==> src/rtl/booth_mult_seq_if.sv <==
// rtl/booth_mult_seq_if.sv - start/busy/done handshake bundle for booth_mult_seq (is_signed only with BOOTH_UNSIGNED_EN)
interface booth_mult_seq_if #(
    parameter int W = 5
);
    logic             start;
    logic [W-1:0]     a;
    logic [W-1:0]     b;
`ifdef BOOTH_UNSIGNED_EN
    logic             is_signed;
`endif
    logic             busy;
    logic             done;
    logic [2*W-1:0]   product;

`ifdef BOOTH_UNSIGNED_EN
    modport master (output start, output a, output b, output is_signed,
                    input busy, input done, input product);
    modport slave  (input start, input a, input b, input is_signed,
                    output busy, output done, output product);
`else
    modport master (output start, output a, output b,
                    input busy, input done, input product);
    modport slave  (input start, input a, input b,
                    output busy, output done, output product);
`endif
endinterface

==> src/rtl/booth_mult_seq.sv <==
// rtl/booth_mult_seq.sv - sequential radix-2 Booth multiplier, one step per clock; BOOTH_UNSIGNED_EN adds unsigned mode
module booth_mult_seq #(
    parameter int W = 5
) (
    input  logic            clk,
    input  logic            rst,
    booth_mult_seq_if.slave bus
);
`ifdef BOOTH_UNSIGNED_EN
    // one extra multiplier bit so an unsigned operand is scanned with a zero sign
    localparam int QW = W + 1;
`else
    localparam int QW = W;
`endif
    localparam int CW = $clog2(W + 2);

    typedef enum logic [1:0] {IDLE, RUN, DONE} state_t;

    state_t           state;
    logic [W:0]       m_reg;
    logic [W:0]       p_reg;
    logic [QW-1:0]    q_reg;
    logic             qb;
    logic [CW-1:0]    cnt;
    logic             busy_r;
    logic             done_r;
    logic [2*W-1:0]   product_r;
`ifdef BOOTH_UNSIGNED_EN
    logic             sgn_reg;
`endif

    logic [W:0]       m_load;
    logic [QW-1:0]    q_load;
    logic [CW-1:0]    n_load;
    logic [W:0]       p_sum;
    logic [W:0]       p_nxt;
    logic [QW-1:0]    q_nxt;
    logic [W+QW:0]    wide_nxt;
    logic [2*W-1:0]   prod_nxt;

    assign bus.busy    = busy_r;
    assign bus.done    = done_r;
    assign bus.product = product_r;

    // operand extension and iteration count chosen at the accepting edge
    always_comb begin
`ifdef BOOTH_UNSIGNED_EN
        if (bus.is_signed) begin
            m_load = {bus.a[W-1], bus.a};
            q_load = {bus.b[W-1], bus.b};
            n_load = CW'(W);
        end else begin
            m_load = {1'b0, bus.a};
            q_load = {1'b0, bus.b};
            n_load = CW'(W + 1);
        end
`else
        m_load = {bus.a[W-1], bus.a};
        q_load = bus.b;
        n_load = CW'(W);
`endif
    end

    // one Booth step: add/sub on {Q[0], q}, then arithmetic shift of {P, Q, q}
    always_comb begin
        case ({q_reg[0], qb})
            2'b01:   p_sum = p_reg + m_reg;
            2'b10:   p_sum = p_reg - m_reg;
            default: p_sum = p_reg;
        endcase
        p_nxt    = {p_sum[W], p_sum[W:1]};
        q_nxt    = {p_sum[0], q_reg[QW-1:1]};
        wide_nxt = {p_nxt, q_nxt};
`ifdef BOOTH_UNSIGNED_EN
        // signed mode runs W steps, so Q[0] still holds the unscanned top bit
        prod_nxt = sgn_reg ? wide_nxt[2*W:1] : wide_nxt[2*W-1:0];
`else
        prod_nxt = wide_nxt[2*W-1:0];
`endif
    end

    // control FSM and datapath registers; product is written only on entry to DONE
    always_ff @(posedge clk) begin
        if (rst) begin
            state     <= IDLE;
            m_reg     <= '0;
            p_reg     <= '0;
            q_reg     <= '0;
            qb        <= 1'b0;
            cnt       <= '0;
            busy_r    <= 1'b0;
            done_r    <= 1'b0;
            product_r <= '0;
`ifdef BOOTH_UNSIGNED_EN
            sgn_reg   <= 1'b0;
`endif
        end else begin
            case (state)
                IDLE, DONE: begin
                    done_r <= 1'b0;
                    if (bus.start) begin
                        m_reg  <= m_load;
                        p_reg  <= '0;
                        q_reg  <= q_load;
                        qb     <= 1'b0;
                        cnt    <= n_load;
                        busy_r <= 1'b1;
                        state  <= RUN;
`ifdef BOOTH_UNSIGNED_EN
                        sgn_reg <= bus.is_signed;
`endif
                    end else begin
                        state <= IDLE;
                    end
                end
                RUN: begin
                    p_reg <= p_nxt;
                    q_reg <= q_nxt;
                    qb    <= q_reg[0];
                    cnt   <= cnt - CW'(1);
                    if (cnt == CW'(1)) begin
                        busy_r    <= 1'b0;
                        done_r    <= 1'b1;
                        product_r <= prod_nxt;
                        state     <= DONE;
                    end
                end
                default: state <= IDLE;
            endcase
        end
    end
endmodule

==> src/flat_wrapper.sv <==
// flat-port wrapper written by rule: the top's interface ports become plain ports
module booth_mult_seq_flat 
#(
    parameter int W = 5
)
  (clk, rst, bus_start, bus_a, bus_b, bus_busy, bus_done, bus_product);
  booth_mult_seq_if #(.W(W)) bus_i ();
  input  logic clk;
  input  logic rst;
  input wire logic [$bits(bus_i.start)-1:0] bus_start;
  input wire logic [$bits(bus_i.a)-1:0] bus_a;
  input wire logic [$bits(bus_i.b)-1:0] bus_b;
  output wire logic [$bits(bus_i.busy)-1:0] bus_busy;
  output wire logic [$bits(bus_i.done)-1:0] bus_done;
  output wire logic [$bits(bus_i.product)-1:0] bus_product;
  assign bus_i.start = bus_start;
  assign bus_i.a = bus_a;
  assign bus_i.b = bus_b;
  assign bus_busy = bus_i.busy;
  assign bus_done = bus_i.done;
  assign bus_product = bus_i.product;
  booth_mult_seq #(.W(W)) u_core (.clk(clk), .rst(rst), .bus(bus_i));
endmodule
==> config.mk <==
export PLATFORM = sky130hd
export DESIGN_NAME = booth_mult_seq_flat
export DESIGN_NICKNAME = d
export VERILOG_FILES = /design/src/rtl/booth_mult_seq_if.sv /design/src/rtl/booth_mult_seq.sv /design/src/flat_wrapper.sv
export SDC_FILE = /design/constraint.sdc
export NUM_CORES = 1
export LEC_CHECK = 0
export ABC_AREA = 0
export BUFFER_PORTS_ARGS = -buffer_cell sky130_fd_sc_hd__buf_2
export CORE_MARGIN = 10
export CORE_UTILIZATION = 37
export DETAILED_ROUTE_END_ITERATION = 10
export RECOVER_POWER = 25
export SLEW_MARGIN = 40
export SYNTH_ARGS = -nofsm -noshare
export SYNTH_HDL_FRONTEND = slang
export SYNTH_SLANG_ARGS = --single-unit
export TNS_END_PERCENT = 5
==> constraint.sdc <==
create_clock -name clk -period 2.3 [get_ports clk]
set_clock_uncertainty 0.15 [all_clocks]
set_input_delay 0.115 -clock clk [delete_from_list [all_inputs] [get_ports clk]]
set_output_delay 0.115 -clock clk [all_outputs]
set_load 0.03 [all_outputs]
==> results of run 1 <==
## cell usage after synthesis (2+ instances only)
cell       n  area, µm²
a211oi_1   5      37.54
a21oi_1   20      100.1
a22oi_1    3      22.52
a311oi_1   2      17.52
clkbuf_1   7      26.28
clkbuf_8   3      41.29
dfxtp_1   33      660.6
ha_1       9      112.6
inv_1     10      37.54
mux2_2     2      22.52
mux2i_1    4      40.04
nand2_1   30      112.6
nand2b_1   4      25.02
nor2_1    25      93.84
nor2b_1    3      18.77
nor3_1     5      25.02
o21ai_0    2      10.01
o22ai_1    4      25.02
or2_2      2      12.51
xnor2_1    4      35.03
xor2_1     3      26.28
## per-layer routing
| metal | up-vias | share of wire, % |
|---|---|---|
| met2 | 30 | 47 |
| met4 | 0 | 1.6 |
| met5 | - | 0 |
| met1 | 675 | 47 |
| met3 | 8 | 4.0 |
| li1 | 754 | - |
## repair_timing
action                                  CTS  global route
pin swaps                                 0             3
gates resized for setup                   8            10
hold buffers                             10             0
buffers inserted                          0             1
endpoints found under the setup margin    8             8
endpoints found under the hold margin    10             0
## cell families after synthesis
kind of cell               after synthesis  share of synthesized area [%]
AOI/OAI and AO/OA                       45                          17.73
xor gates and xnor gates                 7                          3.729
adders and majority gates               10                          8.067
buffers and inverters                   21                          6.850
DFF                                     33                          40.18
muxes                                    6                          3.805
and+or+nand+nor                         73                          19.63
## how the worst min path moves through the flow
stage,start,endpoint,slack [ns],depth (start not counted)
after global placement,bus_a[3],u_core.m_reg[3],0.21,3
after floorplan,bus_a[1],u_core.m_reg[1],0.09,2
after global routing,bus_start,u_core.m_reg[4],0.20,5
after detailed placement,bus_a[1],u_core.m_reg[1],0.22,3
after CTS,bus_start,u_core.m_reg[0],0.17,5
final,bus_start,u_core.m_reg[0],0.18,5
## worst min-delay path, cell delays in order
cell,delay (ns)
buf_2,0.08
nand2b_1,0.06
buf_4,0.18
nand2_1,0.07
a21oi_1,0.05
## placed cells by master, fill, tap and decap left out, types with 2 or more instances in the layout
cell type	Yosys	layout
a211oi_1	5	4
a21oi_1	20	20
a22oi_1	3	2
a311oi_1	2	2
buf_2	0	15
buf_4	1	17
clkbuf_1	7	9
clkbuf_8	3	7
dfxtp_1	33	30
dfxtp_2	0	3
dlygate4sd3_1	0	10
ha_1	9	6
ha_4	0	3
inv_1	10	6
inv_2	0	4
mux2i_1	4	4
nand2_1	30	30
nand2b_1	4	4
nor2_1	25	24
nor2b_1	3	3
nor3_1	5	4
o22ai_1	4	4
or2_2	2	2
xnor2_1	4	3
xor2_1	3	2
## report_power, final
group | internal, mW | switching, mW | leakage, nW
Sequential | 0.608 | 0.0288 | 0.271
Combinational | 0.217 | 0.220 | 0.558
Clock | 0.271 | 0.212 | 0.0542
## metrics by stage
step | instance area (µm²) | worst slack, ns | hold slack (ns) | total power, mW | util (%)
6_report | 2165 | -0.1892 | 0.1754 | 1.556 | 50.06
5_1_grt | 2165 | -0.3467 | 0.2048 | 1.647 | 50.06
4_1_cts | 2123 | -0.1813 | 0.1729 | 1.542 | 49.10
3_5_place_dp | 1883 | -0.2316 | 0.2152 | 1.030 | 43.55
3_3_place_gp | 1883 | -0.1982 | 0.2127 | 1.030 | 43.55
2_1_floorplan | 1653 | -0.1669 | 0.09345 | 0.9290 | -
## layout make-up
| type | count | area, µm² | share of cell area (%) |
|---|---|---|---|
| flip-flops and latches | 33 | 664.4 | 30.69 |
| repair buffers | 51 | 336.6 | 15.55 |
| well taps | 52 | 65.06 | 3.006 |
| inverters | 10 | 37.54 | 1.734 |
| clock inverters | 1 | 5.005 | 0.2312 |
| multi-input cells | 141 | 959.7 | 44.34 |
| clock buffers | 7 | 96.34 | 4.451 |
==> impl_metrics.env, run 1 <==
export IMPL_tightest_slew_ns=0.6425
export IMPL_clock_sinks=33
export IMPL_core_region_area_mm2=0.004324
export IMPL_grt_overflow=0
export IMPL_reg2reg_depth=11
export IMPL_dr_total_vias=1467
export IMPL_antenna_left=0
export IMPL_routedWlPerCell_um=13.08
export IMPL_synth_edff_count=0
export IMPL_antennaDiodeCount=0
export IMPL_r2r_start="u_core.m_reg[0]"
export IMPL_finalHoldViolations=0
export IMPL_top_usage_layer="met2"
export IMPL_post_dp_hpwl_um=2686
export IMPL_placed_cells=276
export IMPL_p_per_area_mw_per_mm2=718.9
export IMPL_slowest_stage="dfxtp_2"
export IMPL_io_pin_count=25
export IMPL_p_leak_nw=0.8826
export IMPL_grt_max_degree=36
export IMPL_dr_first_iter_drc_count=115
export IMPL_portBuffers=24
export IMPL_wl_um=3860
export IMPL_final_setup_worst_slack_ns=-0.1892
export IMPL_slew_violations=0
export IMPL_path_max_fanout=2
export IMPL_synthesis_area_mm2=0.001644
export IMPL_crit_chain="inv_2, ha_4, mux2_4, inv_2, ha_4, nor2b_4, o31a_1, o22ai_2, mux2i_1, xor2_1, a211oi_2"
export IMPL_use_met1_pct=12.84
export IMPL_synthCells=195
export IMPL_clockBufferDepth=2
export IMPL_gr_usage_met3_pct=3.377
export IMPL_cts_htree_levels=2
export IMPL_crit_end="u_core.bus.product[9]"
export IMPL_hp_class="in -> reg"
export IMPL_final_min_period_over_clock_period_pct=108.2
export IMPL_synth_seq_cells=33
export IMPL_synth_cell_type_count=36
export IMPL_violations="setup timing"
export IMPL_vias_per_cell=4.973
export IMPL_synth_ff_type="dfxtp_1"
export IMPL_criticalPathCategory="reg -> reg"
export IMPL_clkTransAtPathRegs_ns=0.07
export IMPL_yosys_warnings=0
export IMPL_reg2reg_slack_ns=-0.19
export IMPL_setup_violations_final=4
export IMPL_largest_reg_flops=10
export IMPL_drive_gt1_share_pct=26.34
export IMPL_start_kind="flop"
export IMPL_die_area_mm2=0.007510
export IMPL_critPathCaptureType="flop"
export IMPL_cp_num_cells=11
export IMPL_first_pass_iters=4
export IMPL_die_w_um=86.66
export IMPL_critPathArrivalTime_ns=2.48
export IMPL_met2_usage_pct=16.91
export IMPL_grt_pass1_vias=1439
export IMPL_ir_drop_mv=0.3603
export IMPL_grt_use_total_pct=10.52
export IMPL_area_growth_pct=31.66
export IMPL_num_rows=24
export IMPL_grt_pass1_wl_um=6555
export IMPL_clk_latency_ns=0.28
export IMPL_fmax_ghz=0.4017
export IMPL_slew_headroom_pct=57.17
export IMPL_critical_path_buf_inv_count=2
export IMPL_cts_root_buf="clkbuf_8"
export IMPL_nNetsFinal=265
export IMPL_synth_nets=218
export IMPL_dieHeight_um=86.66
export IMPL_fill_cells=449
export IMPL_status="finished, violations left"
export IMPL_final_cells=295
export IMPL_drc_errors=0
export IMPL_max_stage_delay_ns=0.33
export IMPL_place_gp_congestion=0.7947
export IMPL_cap_violations=0
export IMPL_fin_tns_setup_ns=-0.4424
export IMPL_cts_tree="yes"
export IMPL_antenna_found_initial=0
export IMPL_yosysSeqAreaShare_pct=40.18
export IMPL_avgSynthCellArea_um2=8.431
export IMPL_worstSetupStartpoint="u_core.m_reg[0]"
export IMPL_crit_family="multiplexers"
export IMPL_cts_buffers=5
export IMPL_critPathRequiredTime_ns=2.29
export IMPL_async_reset_ff_share_pct=0
export IMPL_worstReg2RegEnd="u_core.bus.product[9]"
export IMPL_initial_core_util_pct=38.02
export IMPL_fin_crit_ns=2.489
export IMPL_rsz0062_at_grt="true"
No activity file was read; power rests on OpenSTA's default activity.
==> inputs of run 2 (changes only) <==
--- a/config.mk
+++ b/config.mk
@@ -6,10 +6,10 @@
 export NUM_CORES = 1
 export LEC_CHECK = 0
 export ABC_AREA = 0
-export BUFFER_PORTS_ARGS = -buffer_cell sky130_fd_sc_hd__buf_2
 export CORE_MARGIN = 10
 export CORE_UTILIZATION = 37
 export DETAILED_ROUTE_END_ITERATION = 10
+export DONT_BUFFER_PORTS = 1
 export RECOVER_POWER = 25
 export SLEW_MARGIN = 40
 export SYNTH_ARGS = -nofsm -noshare
==> constraint.sdc (replaced) <==
create_clock -name clk -period 2.3 [get_ports clk]
set_clock_uncertainty 0.15 [all_clocks]
set_input_delay 0.46 -clock clk [delete_from_list [all_inputs] [get_ports clk]]
set_output_delay 0.46 -clock clk [all_outputs]
set_load 0.03 [all_outputs]
==> run 2 against run 1 <==
Net effect: the run still ends with setup timing left; setup slack lost 0.064 ns; power decreased by 6.1%; sequential power grew 3%; register-to-register slack got worse by 0.06 ns; design area is 11% lower; wire length fell by 5.6%.
==> impl_metrics.env, run 2 (synthesis gave the netlist of run 1 again) <==
export IMPL_slowest_stage="dfxtp_2"
export IMPL_die_w_um=86.66
export IMPL_tightest_slew_ns=0.6247
export IMPL_cap_violations=0
export IMPL_p_clk_share_pct=29.2
export IMPL_portBuffers=0
export IMPL_postCtsHoldBufs=0
export IMPL_placed_cells=250
export IMPL_power_switching_mw=0.4550
export IMPL_finalHoldViolations=0
export IMPL_cts_tree="yes"
export IMPL_grt_use_total_pct=9.783
export IMPL_power_internal_mw=1.006
export IMPL_rsz0062_at_grt="true"
export IMPL_post_route_util_pct=44.50
export IMPL_area_growth_pct=17.05
export IMPL_final_min_period_over_clock_period_pct=111.0
export IMPL_cts_root_buf="clkbuf_8"
export IMPL_drc_errors=0
export IMPL_place_ws_ns=-0.2558
export IMPL_clk_latency_ns=0.28
export IMPL_grt_max_degree=36
export IMPL_cts_buffers=5
export IMPL_grt_pass1_wl_um=6044
export IMPL_switching_share_pct=31.13
export IMPL_dr_total_vias=1320
export IMPL_post_dp_hpwl_um=2623
export IMPL_die_area_mm2=0.007510
export IMPL_place_gp_congestion=0.7616
export IMPL_clkTransAtPathRegs_ns=0.07
export IMPL_critPathArrivalTime_ns=2.60
export IMPL_critPathRequiredTime_ns=2.35
export IMPL_max_stage_delay_ns=0.33
export IMPL_fill_cells=472
export IMPL_setup_violations_final=5
export IMPL_critPathCaptureType="flop"
export IMPL_antennaDiodeCount=0
export IMPL_p_per_area_mw_per_mm2=759.4
export IMPL_p_leak_nw=0.7350
export IMPL_io_pin_count=25
export IMPL_fmax_ghz=0.3916
export IMPL_start_kind="flop"
export IMPL_antenna_left=0
export IMPL_routedWlPerCell_um=14.12
export IMPL_ir_drop_mv=0.4088
export IMPL_cts_htree_levels=2
export IMPL_hp_class="in -> reg"
export IMPL_grt_overflow=0
export IMPL_layout_common_cells="nand2_1, dfxtp_1, nor2_1, a21oi_1, buf_4"
export IMPL_largest_reg_flops=10
export IMPL_antenna_found_initial=0
export IMPL_drive_gt1_share_pct=22.33
export IMPL_violations="setup timing"
export IMPL_slew_headroom_pct=58.35
export IMPL_seqCellArea_um2=664.4
export IMPL_first_pass_iters=4
export IMPL_slew_violations=0
export IMPL_path_max_fanout=2
export IMPL_seq_power_share_pct=44.7
export IMPL_nNetsFinal=228
export IMPL_wl_um=3643
export IMPL_combPwrFrac_pct=26.1
export IMPL_dieHeight_um=86.66
export IMPL_cts_setup_buffers=0
export IMPL_num_rows=24
export IMPL_status="finished, violations left"
export IMPL_whs_ns=0.09043
export IMPL_core_region_area_mm2=0.004324
export IMPL_crit_chain="inv_2, ha_4, mux2_4, inv_2, ha_4, nor2b_4, o31a_1, o22ai_2, mux2i_2, xor2_1, a211oi_1"
export IMPL_clockBufferDepth=2
export IMPL_dr_first_iter_drc_count=45
export IMPL_vias_per_cell=5.116
export IMPL_final_setup_worst_slack_ns=-0.2536
export IMPL_clock_sinks=33
export IMPL_final_cells=258
export IMPL_criticalPathCategory="reg -> reg"
export IMPL_grt_pass1_vias=1312
export IMPL_multi_input_area_um2=969.7
export IMPL_initial_core_util_pct=38.02
export IMPL_fin_tns_setup_ns=-0.5936
export IMPL_fin_crit_ns=2.554
## run 2: cell count changes in the layout (fill, tap and decap cells not counted), moves of 2 or more
cell | previous run | this run
clkbuf_8 | 7 | 5
a21oi_2 | 0 | 2
buf_2 | 15 | 0
clkbuf_1 | 9 | 1
a21oi_1 | 20 | 18
buf_4 | 17 | 13
dlygate4sd3_1 | 10 | 0
## run 2: repair_timing
| item | 4_1_cts | 5_1_grt |
|---|---|---|
| pin swaps | 0 | 7 |
| setup endpoints to repair | 8 | 8 |
| resized for setup | 7 | 14 |
## run 2: path summary, 6_finish.rpt
path / startpoint / end / slack [ns] / cells after the start
max reg2reg: u_core.m_reg[1] / u_core.bus.product[9] / -0.25 / 11
max: u_core.m_reg[1] / u_core.bus.product[9] / -0.25 / 11
min reg2reg: u_core.q_reg[3] / u_core.bus.product[2] / 0.32 / 2
min: rst / u_core.bus.product[7] / 0.09 / 1
## run 2: power by group through the flow
stage / Clock [mW] / Combinational [mW] / Sequential [mW]
3_5_place_dp: 0 / 0.339 / 0.663
3_3_place_gp: 0 / 0.337 / 0.663
2_1_floorplan: 0 / 0.272 / 0.657
4_1_cts: 0.442 / 0.348 / 0.651
5_1_grt: 0.463 / 0.429 / 0.658
6_report: 0.427 / 0.382 / 0.653
## run 2: final cells by class
| type | instances | area share [%] |
|---|---|---|
| Clock buffer | 5 | 3.576 |
| Clock inverter | 3 | 0.9103 |
| Inverter | 10 | 1.951 |
| Multi-Input combinational cell | 141 | 50.39 |
| Sequential cell | 33 | 34.53 |
| Tap cell | 52 | 3.381 |
| Timing Repair Buffer | 14 | 5.267 |
## run 2: worst max-delay path, delay by kind of cell (launching register included)
kind	cells	cell delay, ns
mux	2	0.54
fa+ha+maj	2	0.40
compound gates	3	0.73
xor+xnor	1	0.09
simple gates	1	0.12
flops	1	0.33
buf+inv	2	0.10
## run 2: per-layer routing
metal	wire length, µm	part of all wire (%)	track usage, %
met1	1666	46	10.79
met2	1722	47	16.31
met3	214	5.9	3.940
met4	39	1.1	3.976
met5	0	0	0
## run 2: stage by stage
step / total power, mW / instance area (µm²)
floorplan: 0.9290 / 1653
global placement: 0.9996 / 1748
detailed placement: 1.002 / 1748
CTS: 1.440 / 1853
global route: 1.550 / 1924
finish: 1.461 / 1924
